===== src/rtl/cdb_arbiter.sv =====
// Common data bus arbiter: three single-entry holding slots (ALU, LSB, BRU) drained
// round-robin onto one registered broadcast bus, with flush and a global stall.
module cdb_arbiter #(
  parameter int unsigned DATA_WIDTH = 32,
  parameter int unsigned ROB_WIDTH  = 4,
  parameter int unsigned NSRC       = 3
) (
  input  logic                  clk_in,
  input  logic                  rst_n_in,
  input  logic                  rdy_in,
  input  logic                  flush_in,
  input  logic                  rdy_alu_in,
  input  logic                  rdy_lsb_in,
  input  logic                  rdy_bru_in,
  input  logic [DATA_WIDTH-1:0] result_alu_in,
  input  logic [DATA_WIDTH-1:0] result_lsb_in,
  input  logic [DATA_WIDTH-1:0] result_bru_in,
  input  logic [ROB_WIDTH-1:0]  rob_id_alu_in,
  input  logic [ROB_WIDTH-1:0]  rob_id_lsb_in,
  input  logic [ROB_WIDTH-1:0]  rob_id_bru_in,
  output logic                  full_alu_out,
  output logic                  full_lsb_out,
  output logic                  full_bru_out,
  output logic                  rdy_cdb_out,
  output logic [DATA_WIDTH-1:0] result_cdb_out,
  output logic [ROB_WIDTH-1:0]  rob_id_cdb_out,
  output logic [1:0]            src_cdb_out
);

  logic [NSRC-1:0]       valid_q, valid_d;
  logic [DATA_WIDTH-1:0] data_q [NSRC];
  logic [DATA_WIDTH-1:0] data_d [NSRC];
  logic [ROB_WIDTH-1:0]  tag_q  [NSRC];
  logic [ROB_WIDTH-1:0]  tag_d  [NSRC];
  logic [1:0]            last_q, last_d;

  logic                  bus_rdy_q, bus_rdy_d;
  logic [DATA_WIDTH-1:0] bus_data_q, bus_data_d;
  logic [ROB_WIDTH-1:0]  bus_tag_q, bus_tag_d;
  logic [1:0]            bus_src_q, bus_src_d;

  logic [NSRC-1:0]       in_valid;
  logic [DATA_WIDTH-1:0] in_data [NSRC];
  logic [ROB_WIDTH-1:0]  in_tag  [NSRC];
  logic [1:0]            order   [NSRC];
  logic                  grant;
  logic [1:0]            winner;

  always_comb begin
    in_valid   = {rdy_bru_in, rdy_lsb_in, rdy_alu_in};
    in_data[0] = result_alu_in;
    in_data[1] = result_lsb_in;
    in_data[2] = result_bru_in;
    in_tag[0]  = rob_id_alu_in;
    in_tag[1]  = rob_id_lsb_in;
    in_tag[2]  = rob_id_bru_in;
  end

  // Search order starts one past the last winner.
  always_comb begin
    case (last_q)
      2'd0:    order = '{2'd1, 2'd2, 2'd0};
      2'd1:    order = '{2'd2, 2'd0, 2'd1};
      default: order = '{2'd0, 2'd1, 2'd2};
    endcase
    grant  = 1'b0;
    winner = 2'd0;
    for (int i = 0; i < NSRC; i++) begin
      if (!grant && valid_q[order[i]]) begin
        grant  = 1'b1;
        winner = order[i];
      end
    end
  end

  always_comb begin
    valid_d    = valid_q;
    data_d     = data_q;
    tag_d      = tag_q;
    last_d     = last_q;
    bus_rdy_d  = bus_rdy_q;
    bus_data_d = bus_data_q;
    bus_tag_d  = bus_tag_q;
    bus_src_d  = bus_src_q;
    if (flush_in) begin
      valid_d   = '0;
      bus_rdy_d = 1'b0;
    end else if (rdy_in) begin
      // Writes need an empty slot, so they never collide with that slot's grant.
      for (int s = 0; s < NSRC; s++) begin
        if (in_valid[s] && !valid_q[s] && (in_tag[s] != '0)) begin
          valid_d[s] = 1'b1;
          data_d[s]  = in_data[s];
          tag_d[s]   = in_tag[s];
        end
      end
      if (grant) begin
        bus_rdy_d       = 1'b1;
        bus_data_d      = data_q[winner];
        bus_tag_d       = tag_q[winner];
        bus_src_d       = winner;
        valid_d[winner] = 1'b0;
        last_d          = winner;
      end else begin
        bus_rdy_d = 1'b0;
      end
    end
  end

  always_ff @(posedge clk_in or negedge rst_n_in) begin
    if (!rst_n_in) begin
      valid_q    <= '0;
      data_q     <= '{default: '0};
      tag_q      <= '{default: '0};
      last_q     <= 2'd2;
      bus_rdy_q  <= 1'b0;
      bus_data_q <= '0;
      bus_tag_q  <= '0;
      bus_src_q  <= 2'd0;
    end else begin
      valid_q    <= valid_d;
      data_q     <= data_d;
      tag_q      <= tag_d;
      last_q     <= last_d;
      bus_rdy_q  <= bus_rdy_d;
      bus_data_q <= bus_data_d;
      bus_tag_q  <= bus_tag_d;
      bus_src_q  <= bus_src_d;
    end
  end

  assign full_alu_out   = valid_q[0];
  assign full_lsb_out   = valid_q[1];
  assign full_bru_out   = valid_q[2];
  assign rdy_cdb_out    = bus_rdy_q;
  assign result_cdb_out = bus_data_q;
  assign rob_id_cdb_out = bus_tag_q;
  assign src_cdb_out    = bus_src_q;

endmodule


===== config.mk =====
export PLATFORM = sky130hd
export DESIGN_NAME = cdb_arbiter
export DESIGN_NICKNAME = d
export VERILOG_FILES = /design/src/rtl/cdb_arbiter.sv
export SDC_FILE = /design/constraint.sdc
export NUM_CORES = 1
export LEC_CHECK = 0
export ABC_AREA = 1
export BUFFER_PORTS_ARGS = -buffer_cell sky130_fd_sc_hd__buf_2
export CAP_MARGIN = 20
export CORE_MARGIN = 4
export CORE_UTILIZATION = 49
export CTS_BUF_LIST = sky130_fd_sc_hd__clkbuf_4 sky130_fd_sc_hd__clkbuf_8 sky130_fd_sc_hd__clkbuf_16
export DETAILED_ROUTE_END_ITERATION = 8
export PLACE_DENSITY = 0.76
export RECOVER_POWER = 50
export SYNTH_ARGS = -nofsm -noshare
export SYNTH_HDL_FRONTEND = slang
export SYNTH_SLANG_ARGS = --single-unit

===== constraint.sdc =====
create_clock -name clk_in -period 1.8 [get_ports clk_in]
set_input_delay 0.54 -clock clk_in [delete_from_list [all_inputs] [get_ports clk_in]]
set_output_delay 0.54 -clock clk_in [all_outputs]
set_load 0.01 [all_outputs]

==> impl_metrics.tcl, run 1 <==
set metrics [dict create \
    status "finished, violations left" \
    violations "negative setup slack" \
    drt-pass1-iter-count 4 \
    cellLeakagePower_uw 0.00445 \
    period_share 1.06 \
    start_kind "flip-flop" \
    yosysWarningCount 0 \
    hold_viol 0 \
    core_mm2 0.0135 \
    die_h_um 126 \
    finClkSkew_ns 0.00576 \
    critPathMaxFanout 9 \
    ys_ff_latch 151 \
    clockBufferDepth 2 \
    syn_nets 797 \
    period_needed_ns 1.91 \
    cpPeakStageDelay_ns 0.62 \
    num_vias 5594 \
    crit_chain "nor2_4 -> nand2_2 -> nand3_4 -> inv_4 -> nand4_1 -> nand2_4 -> buf_12 -> clkinv_8 -> clkbuf_16 -> nand3_1 -> a21oi_2" \
    grt_pass1_vias 5610 \
    synth_top_cell_area_share 0.547 \
    cts_tree "done" \
    grt_max_degree 68 \
    antenna_cells 0 \
    syn2layout_area_growth_pct 33.1 \
    io_pins 157 \
    tightest_slew_ns 0.655 \
    final_area_mm2 0.00913 \
    synth_cell_type_count 27 \
    cpMaxStageDelayCell "dfstp_2" \
    place_area_mm2 0.00797 \
    setup_ws_ns -0.105 \
    endpoint_kind "flip-flop" \
    antenna_left 0 \
    wl_per_cell_um 17.8 \
    drive_above_1_share 0.441 \
    cts_made_buffers 17 \
    grt_overflow_total 0 \
    synth_area_per_cell_um2 10.1 \
    synth_top_area_cell "dfrtp_1" \
    routabilityCongestion 0.809 \
    ir_worst_vdd_v 0.00103 \
    path_clk_slew_ns 0.06 \
    drt_wl_total_um 18600 \
    h-tree-depth 4 \
    fin_nets 972 \
    clockRootBuffer "clkbuf_16" \
    crit_arrival_ns 2.21 \
    fmax_mhz 525 \
    max-cap-violations 0 \
    cts_sinks 151 \
    synth_area_leaders "dfrtp_1 55%, mux2_2 10%, a21oi_1 5.9%, nor2_1 4.1%, a21oi_2 3.8%" \
    io_buffers 156 \
    place_ws_ns -0.0665 \
    netlist_area_mm2 0.00686 \
    start_util 0.510 \
    crit_type "reg -> reg" \
    antenna_found_initial 1 \
    drc 0 \
    viasPerCell 5.35 \
    required_ns 2.11 \
    yosysSeqAreaShare 0.551 \
    num_rows 42 \
    die_area_mm2 0.0159 \
    rsz0062_at_grt "true" \
    tns_ns -2.71 \
    drtIter0Drc 422 \
    fp.dieW_um 126 \
    post-dp-hpwl_um 12000 \
    clk_latency_ns 0.42 \
    syn_inst 682 \
    maxSlewViolCount 0 \
    hold_path_class "in -> reg" \
    grt_first_pass_wirelength_um 28200 \
    setup_viol 39 \
    powerDensity_mw_per_mm2 1690 \
    track_usage 0.223 \
    slew_headroom 0.563 \
]
[through the flow]
| stage | instances | utilization | total power, µW | hold WS (ns) |
|---|---|---|---|---|
| final | 1045 | 0.678 | 15400 | 0.350 |
| after global routing | 1045 | 0.678 | 16300 | 0.330 |
| after CTS | 1036 | 0.642 | 14300 | 0.338 |
| after detailed placement | 1004 | 0.593 | 10400 | 0.416 |
| after global placement | 1004 | 0.593 | 10200 | 0.422 |
| after floorplan | 682 | - | 8580 | 0.244 |
[kinds of logic (layout without fill, tap and decap cells)]
logic type / count (synthesis) / in the layout / share of synthesized area
DFF: 151 / 151 / 0.551
and+or+nand+nor: 238 / 238 / 0.165
buffers and inverters: 104 / 291 / 0.0726
AOI/OAI and AO/OA: 128 / 128 / 0.111
muxes: 61 / 61 / 0.100
[where the power goes]
group | leakage (µW) | switching [µW] | total, µW | internal (µW)
combinational | 0.00239 | 3490 | 6420 | 2930
clock | 0.000316 | 1330 | 3750 | 2420
sequential | 0.00174 | 682 | 5230 | 4550
total | 0.00445 | 5500 | 15400 | 9900
[cell usage after synthesis]
library cell,count
nand3b_1,35
nand4_1,7
o31ai_1,2
nor2_2,1
nand3_2,2
o21bai_1,1
nand2_2,3
clkinv_2,1
dfrtp_1,150
inv_1,57
buf_4,5
buf_2,13
buf_8,1
a21oi_2,30
nor2_1,74
a21oi_1,81
nand3_1,45
nand4_2,1
mux2_2,61
o21ai_0,13
clkbuf_1,13
inv_2,3
a31oi_1,1
dfstp_2,1
nand2_1,70
buf_1,3
buf_6,8
[state kept, by name (all words and copies together), names as in the netlist]
signal / count
result_cdb_out: 32
tag_q: 12
data_q: 96
rob_id_cdb_out: 4
src_cdb_out: 1
valid_q: 3
last_q: 2
rdy_cdb_out: 1
[layout make-up]
type | instances | area [µm²]
clock inverters | 10 | 150
repair buffers | 199 | 1370
fillers | 1047 | 4330
multi-input cells | 427 | 2890
clock buffers | 21 | 474
well taps | 176 | 220
flip-flops and latches | 151 | 3780
inverters | 61 | 246
[path summary, 6_finish.rpt]
check / from / endpoint / slack (ns) / cells after the start
worst max-delay path: last_q[1] / result_cdb_out[17] / -0.11 / 11
worst min-delay path: result_bru_in[30] / data_q[30] / 0.35 / 2
worst max register to register: last_q[1] / result_cdb_out[17] / -0.11 / 11
worst min register to register: rdy_cdb_out / rdy_cdb_out / 0.48 / 2
max in group asynchronous: rst_n_in / data_q[57] / 0.19 / 3
min in group asynchronous: rst_n_in / result_cdb_out[8] / 0.69 / 2
[worst max-delay path: cells and delay by family (launching register included)]
kind | cells | cell delay [ns]
and+or+nand+nor | 6 | 0.63
AOI/OAI and AO/OA | 1 | 0.06
DFF | 1 | 0.62
buffers and inverters | 4 | 0.46
[layout by cell type, fill, tap and decap left out, types with 2 or more instances in the layout]
master	n
buf_2	155
dfrtp_1	150
a21oi_1	71
nor2_1	68
mux2_2	61
inv_1	57
nand2_1	55
a21oi_2	38
nand3b_1	35
nand3_1	26
clkbuf_16	22
nand3_2	15
buf_4	15
nand2_2	13
o21ai_0	13
buf_12	10
buf_6	8
nand4_1	7
nand3_4	6
nor2_2	6
clkinv_2	6
nand2_4	4
bufinv_16	4
clkbuf_8	3
buf_8	3
inv_4	2
a21oi_4	2
clkbuf_2	2
[routing by layer]
layer / GRT usage / vias up / part of all wire / wire (µm)
met3: 0.0664 / 19 / 0.072 / 1330
met5: 0 / - / 0.00038 / 7
met4: 0.0461 / 2 / 0.0078 / 145
met1: 0.296 / 2752 / 0.42 / 7830
li1: - / 2627 / - / -
met2: 0.368 / 194 / 0.50 / 9240
[timing repair]
action                                 4_1_cts  5_1_grt
hold buffers                                 1        0
buffers inserted                             0        4
endpoints found under the hold margin       23        0
gates cloned                                 0        5
pin swaps                                    0        8
gates resized for setup                      7       80
setup endpoints to repair                   16       43
Power figures use the tool's default switching activity.
==> run 2, diff against run 1 <==
- ABC_AREA: 1 -> default
- CORE_UTILIZATION: 49 -> 48
- TNS_END_PERCENT: default -> 1
==> impl_metrics.tcl, run 2 <==
set metrics [dict create \
    status "complete, no violations" \
    drtIter0Drc 348 \
    period_share 0.967 \
    yosysSeqAreaShare 0.596 \
    yosys_most_used_dff "dfrtp_1" \
    place_area_mm2 0.00756 \
    num_vias 4596 \
    cts_sinks 151 \
    final_area_mm2 0.00823 \
    core_mm2 0.0128 \
    yosysMostFrequentCell "dfrtp_1" \
    grt_pass1_vias 4876 \
    hold_viol 0 \
    maxSlewViolCount 0 \
    die_h_um 123 \
    syn2layout_area_growth_pct 29.9 \
    clockBufferDepth 2 \
    tightest_slew_ns 1.29 \
    grt_overflow_total 0 \
    powerDensity_mw_per_mm2 1350 \
    crit_type "reg -> out" \
    largest_register_ffs 96 \
    reg2reg_slack_ns 0.09 \
    post-dp-hpwl_um 10900 \
    clockRootBuffer "clkbuf_16" \
    antenna_found_initial 3 \
    use_met3 0.0430 \
    setup_viol 0 \
    fin_nets 767 \
    tns_ns 0 \
    syn_inst 475 \
    io_buffers 156 \
    timing.rr.start "valid_q[1]" \
    endpoint_kind "output port" \
    synth_commonest_cells "150 x dfrtp_1, 72 x mux2_2, 44 x nor2_1" \
    fmax_mhz 574 \
    rsz0062_at_grt "false" \
    crit_arrival_ns 1.20 \
    path_clk_slew_ns 0.06 \
    period_needed_ns 1.74 \
    top_usage_layer "met2" \
    largest_register "data_q" \
    grt_first_pass_wirelength_um 24700 \
    post-route-util 0.644 \
    synth_top_cell_area_share 0.592 \
    max-cap-violations 0 \
    finClkSkew_ns 0.00454 \
    start_util 0.496 \
    cts_hold_buf 0 \
    ys_ff_latch 151 \
    die_area_mm2 0.0151 \
    power_uw 11100 \
    synth_cell_type_count 31 \
    drt-pass1-iter-count 5 \
    met1_usage 0.279 \
    multiInputGateArea_mm2 0.00242 \
    fp.dieW_um 123 \
    regArea_mm2 0.00378 \
    r2r-end "data_q[39]" \
    synth_area_per_cell_um2 13.3 \
    fill_cells 979 \
    synth_top_area_cell "dfrtp_1" \
    syn_nets 590 \
    grt_max_degree 50 \
    viasPerCell 5.47 \
    antenna_left 0 \
    hp-start "result_bru_in[22]" \
    layout_commonest_cell "dfrtp_1" \
    hold_depth 2 \
    whs_ns 0.335 \
    slew_headroom 0.141 \
    yosysWarningCount 0 \
    hold_path_class "in -> reg" \
    cts_made_buffers 17 \
    h-tree-depth 4 \
    cellLeakagePower_uw 0.00373 \
    grt_use_met2 0.356 \
    clk_latency_ns 0.42 \
    mostFrequentLayoutCells "148 x dfrtp_1, 138 x buf_2, 72 x mux2_2" \
    worstHoldEndpoint "data_q[22]" \
    synth_edf_count 0 \
    cts_tree "done" \
    start_kind "flip-flop" \
    required_ns 1.26 \
    netlist_area_mm2 0.00634 \
    drive_above_1_share 0.486 \
    critPathMaxFanout 6 \
    routabilityCongestion 0.859 \
    drt_wl_total_um 16100 \
    ys_async_sr_fraction 1.00 \
    synth_area_leaders "dfrtp_1 59%, mux2_2 13%, mux2_4 7.1%, a22oi_1 4.3%, a31oi_1 3.7%" \
    num_rows 41 \
    ir_worst_vdd_v 0.000672 \
    drc 0 \
    track_usage 0.217 \
    wl_per_cell_um 19.2 \
    io_pins 157 \
    reg2reg_depth 3 \
]
-- run 2: what timing repair did --
action / in CTS / in global routing
setup buffers: 0 / 2
pin swaps: 1 / 0
resized for setup: 5 / 3
setup endpoints to repair: 37 / 34
gates cloned: 1 / 0
endpoints found under the hold margin: 0 / 0
-- run 2: layout make-up --
| type | instances | share of cell area |
|---|---|---|
| diodes | 3 | 0.000912 |
| clock inverters | 8 | 0.0144 |
| well taps | 172 | 0.0262 |
| flip-flops and latches | 151 | 0.460 |
| clock buffers | 24 | 0.0611 |
| multi-input cells | 289 | 0.294 |
| inverters | 2 | 0.000912 |
| repair buffers | 191 | 0.143 |
-- run 2: through the flow --
stage               setup WS (ns)  std cells
global placement           -0.213        802
floorplan                  -0.123        475
detailed placement         -0.229        802
CTS                        0.0167        835
finish                     0.0588        840
global route              0.00983        840
-- run 2: worst max-delay path by stage --
| stage | start | slack (ns) | end | depth (start not counted) |
|---|---|---|---|---|
| after floorplan | rob_id_alu_in[1] | -0.12 | data_q[70] | 5 |
| after global placement | rob_id_alu_in[1] | -0.21 | data_q[95] | 5 |
| after detailed placement | rob_id_alu_in[1] | -0.23 | data_q[77] | 5 |
| after CTS | valid_q[2] | 0.02 | full_bru_out | 2 |
| after global routing | valid_q[2] | 0.01 | result_cdb_out[6] | 4 |
| final | valid_q[2] | 0.06 | full_bru_out | 2 |
-- run 2: critical path: stages (launching register included) --
cell and delay [ns]:
dfrtp_2 0.48, buf_6 0.16, buf_2 0.14
-- run 2: layer usage --
| layer | up-vias | part of all wire |
|---|---|---|
| li1 | 2064 | - |
| met1 | 2341 | 0.42 |
| met2 | 155 | 0.51 |
| met3 | 36 | 0.048 |
| met4 | 0 | 0.028 |
| met5 | - | 0 |
-- run 2: logic make-up (layout without fill, tap and decap cells) --
| group | after synthesis | in the layout | synth area share |
|---|---|---|---|
| mux | 111 | 111 | 0.215 |
| compound gates | 85 | 86 | 0.0940 |
| buf+inv | 36 | 225 | 0.0351 |
| flops | 151 | 151 | 0.596 |
| simple gates | 92 | 92 | 0.0594 |
| other cells | 0 | 3 | 0 |
-- run 2: report_power, final --
group | internal (µW) | switching (µW)
clock network | 2370 | 1320
logic | 1300 | 1200
registers | 4340 | 567
==> run 3, diff against run 2 <==
- CORE_UTILIZATION: 48 -> 57
- PLACE_DENSITY: 0.76 -> 0.85
- clock period: 1.8 -> 2.2 ns (I/O delays scaled with it)
==> impl_metrics.tcl, run 3 (same netlist as run 2, synthesis figures left out) <==
set metrics [dict create \
    grt_overflow_total 0 \
    clockRootBuffer "clkbuf_8" \
    cts_setup_buffers 0 \
    fp.dieW_um 113 \
    reg2reg_depth 3 \
    p_sw_uw 2440 \
    io_pins 157 \
    wl_per_cell_um 19.4 \
    grt_pass1_vias 4908 \
    grt_max_degree 59 \
    required_ns 2.61 \
    layout_commonest_cell "buf_2" \
    hold_path_class "in -> reg" \
    core_mm2 0.0108 \
    grt_first_pass_wirelength_um 24900 \
    critPathMaxFanout 10 \
    worstHoldEndpoint "data_q[3]" \
    clk_latency_ns 0.52 \
    start_util 0.585 \
    tns_ns 0 \
    drive_above_1_share 0.491 \
    post-dp-hpwl_um 10900 \
    endpoint_kind "flip-flop" \
    fmax_mhz 497 \
    hp-start "result_bru_in[3]" \
    r2r-end "data_q[26]" \
    hold_viol 0 \
    io_buffers 156 \
    mostFrequentLayoutCells "155 x buf_2, 150 x dfrtp_1, 72 x mux2_2" \
    fill_cells 693 \
    p_sw_frac 0.278 \
    period_share 0.915 \
    intPower_uw 6320 \
    track_usage 0.252 \
    clockBufferDepth 2 \
    start_kind "flip-flop" \
    routabilityCongestion 0.844 \
    ir_worst_vdd_v 0.000677 \
    path_clk_slew_ns 0.06 \
    tightest_slew_ns 1.24 \
    h-tree-depth 4 \
    crit_type "reg -> reg" \
    largest_register "data_q" \
    rsz0062_at_grt "false" \
    drc 0 \
    die_h_um 113 \
    cts_sinks 151 \
    largest_register_ffs 96 \
    cts_resized 0 \
    antenna_cells 0 \
    pwr-share-comb 0.232 \
    num_vias 4476 \
    sequentialPowerShare 0.457 \
    finClkSkew_ns 0.00422 \
    drt_wl_total_um 15400 \
    fin_nets 756 \
    antenna_left 0 \
    syn2layout_area_growth_pct 26.3 \
    crit_arrival_ns 2.42 \
    power.share.clock 0.311 \
    num_rows 38 \
    cellLeakagePower_uw 0.00368 \
    drtIter0Drc 352 \
    drt-pass1-iter-count 4 \
    cts_made_buffers 17 \
    timing.rr.start "valid_q[2]" \
    period_needed_ns 2.01 \
    cts_hold_buf 0 \
    status "complete, no violations" \
    hold_depth 2 \
    antenna_found_initial 0 \
    slew_headroom 0.171 \
    die_area_mm2 0.0129 \
    maxSlewViolCount 0 \
    cts_tree "done" \
    powerDensity_mw_per_mm2 1090 \
    max-cap-violations 0 \
    post-route-util 0.738 \
    viasPerCell 5.65 \
    setup_viol 0 \
    reg2reg_slack_ns 0.19 \
]
## run 3: area by class of cell
| class | count | area, µm² | area share |
|---|---|---|---|
| Timing Repair Buffer | 181 | 1110 | 0.139 |
| Multi-Input combinational cell | 288 | 2370 | 0.296 |
| Inverter | 2 | 7.51 | 0.000938 |
| Sequential cell | 151 | 3780 | 0.472 |
| Tap cell | 140 | 175 | 0.0219 |
| Clock inverter | 3 | 40.0 | 0.00500 |
| Clock buffer | 27 | 520 | 0.0650 |
## run 3: through the flow
stage	hold slack, ns	setup WS [ns]	instances	instance area [µm²]	total power [µW]
after global routing	0.327	0.115	792	8000	9200
final	0.346	0.187	792	8000	8760
after detailed placement	0.480	-0.0401	762	7470	6080
after CTS	0.0574	0.176	792	8040	8810
after floorplan	0.364	0.130	475	6340	5180
after global placement	0.471	-0.00677	762	7470	5930
## run 3: critical path: stages, from the launching register on
cell and delay (ns):
dfrtp_1 0.51, nor3_2 0.71, buf_4 0.32, mux2_2 0.36
## run 3: worst max-delay path by stage
stage,startpoint,cells after the start,end
floorplan,rdy_in,5,data_q[10]
global placement,rob_id_alu_in[1],5,data_q[74]
detailed placement,rob_id_alu_in[1],5,data_q[71]
CTS,valid_q[2],1,full_bru_out
global route,valid_q[2],3,data_q[26]
finish,valid_q[2],3,data_q[26]
## run 3: metal layers
metal	wire, µm	vias to the layer above	track usage
li1	-	2031	-
met3	839	41	0.0493
met1	6170	2235	0.312
met2	7900	169	0.429
met5	0	-	0
met4	500	0	0.121
## run 3: power groups by stage
stage / registers, µW / clock network, µW / logic [µW]
after floorplan: 4050 / 0 / 1120
after global placement: 3990 / 0 / 1950
after detailed placement: 4040 / 0 / 2040
after CTS: 4010 / 2750 / 2050
after global routing: 4100 / 2880 / 2220
final: 4000 / 2720 / 2030
